File: src/rtl/axi4_stream_fifo.sv
// AXI4-Stream FIFO: ring-buffer storage behind a registered output stage; cnt includes the beat on sto.
// Optional synchronous flush port clr is enabled by defining AXI4_STREAM_FIFO_CLR_EN.
module axi4_stream_fifo #(
   parameter int DN = 1,
   parameter int DW = 8,
   parameter int AW = 4
) (
   input  logic             ACLK,
   input  logic             ARESET,
`ifdef AXI4_STREAM_FIFO_CLR_EN
   input  logic             clr,
`endif
   input  logic             sti_TVALID,
   output logic             sti_TREADY,
   input  logic [DN*DW-1:0] sti_TDATA,
   input  logic [DN-1:0]    sti_TKEEP,
   input  logic             sti_TLAST,
   output logic             sto_TVALID,
   input  logic             sto_TREADY,
   output logic [DN*DW-1:0] sto_TDATA,
   output logic [DN-1:0]    sto_TKEEP,
   output logic             sto_TLAST,
   output logic [AW:0]      cnt
);

   localparam int DEPTH = 2 ** AW;
   localparam int BW    = DN * DW + DN + 1;

   logic [BW-1:0] mem [DEPTH];

   logic [AW-1:0] wr_ptr_reg, wr_ptr_next;
   logic [AW-1:0] rd_ptr_reg, rd_ptr_next;
   logic [AW:0]   cnt_reg, cnt_next;
   logic          out_valid_reg, out_valid_next;
   logic [BW-1:0] out_beat_reg, out_beat_next;
   logic          in_ready_reg, in_ready_next;

   logic          accept, emit, load, mem_empty, mem_wr;
   logic [AW:0]   mem_cnt;
   logic [BW-1:0] in_beat;

   assign in_beat   = {sti_TKEEP, sti_TLAST, sti_TDATA};
   assign accept    = sti_TVALID && in_ready_reg;
   assign emit      = out_valid_reg && sto_TREADY;
   // The output stage is always refilled when it is empty, so an empty output stage implies empty storage.
   assign mem_cnt   = cnt_reg - (AW+1)'(out_valid_reg);
   assign mem_empty = (mem_cnt == '0);
   assign load      = !out_valid_reg || emit;
   // A beat bypasses storage only when the output stage is being refilled and storage has nothing older.
   assign mem_wr    = accept && !(load && mem_empty);

   always_comb begin
      wr_ptr_next    = wr_ptr_reg;
      rd_ptr_next    = rd_ptr_reg;
      out_valid_next = out_valid_reg;
      out_beat_next  = out_beat_reg;
      cnt_next       = cnt_reg + (AW+1)'(accept) - (AW+1)'(emit);
      if (mem_wr) begin
         wr_ptr_next = wr_ptr_reg + 1'b1;
      end
      if (load) begin
         if (!mem_empty) begin
            out_beat_next  = mem[rd_ptr_reg];
            rd_ptr_next    = rd_ptr_reg + 1'b1;
            out_valid_next = 1'b1;
         end else if (accept) begin
            out_beat_next  = in_beat;
            out_valid_next = 1'b1;
         end else begin
            out_valid_next = 1'b0;
         end
      end
      in_ready_next = (cnt_next != (AW+1)'(DEPTH));
`ifdef AXI4_STREAM_FIFO_CLR_EN
      if (clr) begin
         wr_ptr_next    = '0;
         rd_ptr_next    = '0;
         cnt_next       = '0;
         out_valid_next = 1'b0;
         in_ready_next  = 1'b1;
      end
`endif
   end

   always_ff @(posedge ACLK) begin
      if (mem_wr) begin
         mem[wr_ptr_reg] <= in_beat;
      end
   end

   always_ff @(posedge ACLK or posedge ARESET) begin
      if (ARESET) begin
         wr_ptr_reg    <= '0;
         rd_ptr_reg    <= '0;
         cnt_reg       <= '0;
         out_valid_reg <= 1'b0;
         out_beat_reg  <= '0;
         in_ready_reg  <= 1'b0;
      end else begin
         wr_ptr_reg    <= wr_ptr_next;
         rd_ptr_reg    <= rd_ptr_next;
         cnt_reg       <= cnt_next;
         out_valid_reg <= out_valid_next;
         out_beat_reg  <= out_beat_next;
         in_ready_reg  <= in_ready_next;
      end
   end

   assign sti_TREADY = in_ready_reg;
   assign sto_TVALID = out_valid_reg;
   assign sto_TDATA  = out_beat_reg[DN*DW-1:0];
   assign sto_TLAST  = out_beat_reg[DN*DW];
   assign sto_TKEEP  = out_beat_reg[BW-1 -: DN];
   assign cnt        = cnt_reg;

endmodule

File: config.mk
export PLATFORM = sky130hd
export DESIGN_NAME = axi4_stream_fifo
export DESIGN_NICKNAME = d
export VERILOG_FILES = /design/src/rtl/axi4_stream_fifo.sv
export SDC_FILE = /design/constraint.sdc
export NUM_CORES = 1
export LEC_CHECK = 0
export BUFFER_PORTS_ARGS = -buffer_cell sky130_fd_sc_hd__clkbuf_2
export CAP_MARGIN = 20
export CORE_ASPECT_RATIO = 0.8
export CORE_MARGIN = 2
export CORE_UTILIZATION = 35
export CTS_CLUSTER_SIZE = 16
export DETAILED_ROUTE_END_ITERATION = 10
export GPL_ROUTABILITY_DRIVEN = 0
export SLEW_MARGIN = 5
export SYNTH_ARGS = -nofsm -noshare
export SYNTH_HDL_FRONTEND = slang
export SYNTH_SLANG_ARGS = --single-unit
File: constraint.sdc
create_clock -name ACLK -period 7.32 [get_ports ACLK]
set_clock_uncertainty 0.05 [all_clocks]
set_input_delay 1.098 -clock ACLK [delete_from_list [all_inputs] [get_ports ACLK]]
set_output_delay 1.098 -clock ACLK [all_outputs]
set_load 0.05 [all_outputs]
==> impl_metrics.tcl <==
set metrics [dict create \
    max_cap_violations 0 \
    dpl_cell_area_sq_um 8090 \
    power.static_leakage_nw 3.04 \
    pin_count 31 \
    rows 48 \
    cp.required_ns 7.40 \
    synth_nets 436 \
    die_area_sq_um 23000 \
    powerDensity_nw_per_um2 411 \
    path_max_fanout 19 \
    first_iter_violations 385 \
    synthArstFlopShare_pct 13.5 \
    cp_data_arrival_time_ns 3.60 \
    power.total_mw 3.59 \
    worst_setup_path_start_kind "flop" \
    ir_drop_uv 209 \
    worst_hold_path_type "flop to flop" \
    cp_slowest_cell "nor3_1" \
    grt-ovfl-total 0 \
    io_buffers 30 \
    num_vias 3897 \
    holdWs_ns 0.472 \
    n_antenna_cell 0 \
    postSynthAreaPerCell_sq_um 18.8 \
    synth_edf_count 160 \
    fmax_mhz 284 \
    criticalPathCategory "flop to flop" \
    yosysSeqAreaShare_pct 71.2 \
    via_per_inst 5.29 \
    clkTransAtPathRegs_ns 0.07 \
    drive_gt1_share_pct 25.1 \
    end_kind "flop" \
    antenna_found_initial 0 \
    reg2reg_setup_slack_ns 3.80 \
    clockBufferDepth 2 \
    cts_resized 0 \
    worst_pin_slew_ns 1.03 \
    hold_viol 0 \
    ys.flop_type "edfxtp_1" \
    finalSetupViolations 0 \
    cts_tree "done" \
    tns_ns 0 \
    htreeDepth 4 \
    ys_ff_latch 185 \
    cts_root_buffer "clkbuf_16" \
    largest_reg_flops 160 \
    area_delta_synth_final_pct 14.8 \
    synth.distinct_cells 42 \
    grt_max_degree 44 \
    maxSlewViolCount 0 \
    status "finished clean" \
    core_sq_um 21500 \
    grt_usage_pct 14.7 \
    dpl.cell_count 701 \
    nNetsFinal 479 \
    die_w_um 169 \
    ctsHoldBuffers 0 \
    dr.pass1.iters 4 \
    max-slew-margin-rel_pct 31.4 \
    finalCritPeriodShare_pct 48.1 \
    numClockSinks 185 \
    hpwl_um 10200 \
    fin_crit_ns 3.52 \
    syn_inst 406 \
    crit_top_cell "inv_1" \
    initial_utilization_pct 35.5 \
    grt_pass1_wl_um 24600 \
    post_cts_buffers 0 \
    wl_per_cell_um 21.6 \
    cpPeakStageDelay_ns 0.86 \
    cts_buffers 17 \
    fin_cells 737 \
    die_y_um 136 \
    drcViolationCount 0 \
    fin_area_sq_um 8750 \
    path_cells "inv_1 > ha_1 > inv_1 > o21ai_0 > o2111ai_2 > o21ai_2 > nor3_1 > buf_4" \
    rsz0062_at_grt "false" \
    synth.cell_area_sq_um 7620 \
    clk_latency_ns 0.42 \
    ant_nets 0 \
    routed_wl_um 15900 \
    first_global_vias 3958 \
    synth_warnings 0 \
]
## cells by family after synthesis
| kind of cell | share of synthesized area (%) |
|---|---|
| flip-flops | 71.2 |
| AND/OR/NAND/NOR | 4.83 |
| AO/OA/AOI/OAI | 4.74 |
| multiplexers | 12.7 |
| buffers and inverters | 2.48 |
| adder cells (fa/ha/maj) | 2.72 |
| XOR/XNOR | 1.26 |
## synth_stat cells (3+ instances only)
cell type / number / area [sq um]
nor2b_1: 4 / 25.0
mux2_2: 4 / 45.0
xnor2_1: 10 / 87.6
nand2b_1: 4 / 25.0
ha_1: 15 / 188
nor4b_1: 4 / 35.0
and3_1: 12 / 75.1
o21ai_0: 3 / 15.0
nand2_1: 18 / 67.6
a22oi_1: 18 / 135
and2_1: 3 / 18.8
nand3_1: 6 / 30.0
mux4_1: 10 / 263
o21ai_1: 3 / 15.0
mux4_2: 28 / 631
inv_1: 12 / 45.0
a221o_1: 10 / 100
edfxtp_1: 160 / 4800
clkbuf_1: 14 / 52.6
dfrtp_1: 25 / 626
nor2_1: 6 / 22.5
nor3_1: 9 / 45.0
## worst max-delay path, delay by kind of cell, from the launching register on
family                     cells  cell delay, ns
AOI/OAI and AO/OA              3            1.17
adders and majority gates      1            0.22
buffers and inverters          3            0.51
DFF                            1            0.41
and+or+nand+nor                1            0.86
## final timing paths
| path | startpoint | to | cells past startpoint |
|---|---|---|---|
| max | cnt[2] | mem[11][0] | 8 |
| min | out_beat_reg[9] | out_beat_reg[9] | 1 |
| max reg2reg | cnt[2] | mem[11][0] | 8 |
| min reg2reg | out_beat_reg[9] | out_beat_reg[9] | 1 |
| max in group asynchronous | ARESET | out_beat_reg[1] | 3 |
| min in group asynchronous | ARESET | sti_TREADY | 2 |
## cell type report
class | count | area, sq um
inverters | 12 | 45.0
multi-input cells | 187 | 2030
flip-flops and latches | 185 | 5430
fillers | 1900 | 12800
repair buffers | 46 | 290
clock inverters | 14 | 179
well taps | 275 | 344
clock buffers | 18 | 429
## layout by cell type, fill, tap and decap left out, types with 6 or more instances in the layout
cell type / instances
mux4_1: 10
dfrtp_1: 24
nor2_1: 6
edfxtp_1: 160
clkinv_2: 6
mux4_2: 28
clkbuf_16: 17
a221o_1: 10
and3_1: 12
buf_4: 14
nand2_1: 18
clkbuf_2: 30
xnor2_1: 10
ha_1: 15
a22oi_1: 18
inv_1: 12
nand3_1: 6
nor3_1: 9
## report_power, final
| group | total, mW | internal [mW] | switching, mW |
|---|---|---|---|
| clock | 0.943 | 0.568 | 0.375 |
| combinational | 1.22 | 0.490 | 0.726 |
| sequential | 1.43 | 1.32 | 0.117 |
## per-layer routing
layer,up-vias,share of wire [%],GRT usage (%)
met5,-,0,0
met4,0,1.8,4.94
met3,25,6.1,3.38
met2,135,45,21.7
met1,2008,47,21.5
li1,1729,-,-
## metrics by stage
| step | setup WS (ns) | util [%] |
|---|---|---|
| 2_1_floorplan | 3.92 | - |
| 3_3_place_gp | 3.94 | 37.6 |
| 3_5_place_dp | 3.78 | 37.6 |
| 4_1_cts | 3.76 | 40.5 |
| 5_1_grt | 3.57 | 40.7 |
| 6_report | 3.80 | 40.7 |
Note: power is estimated with default switching activity, not from simulation.
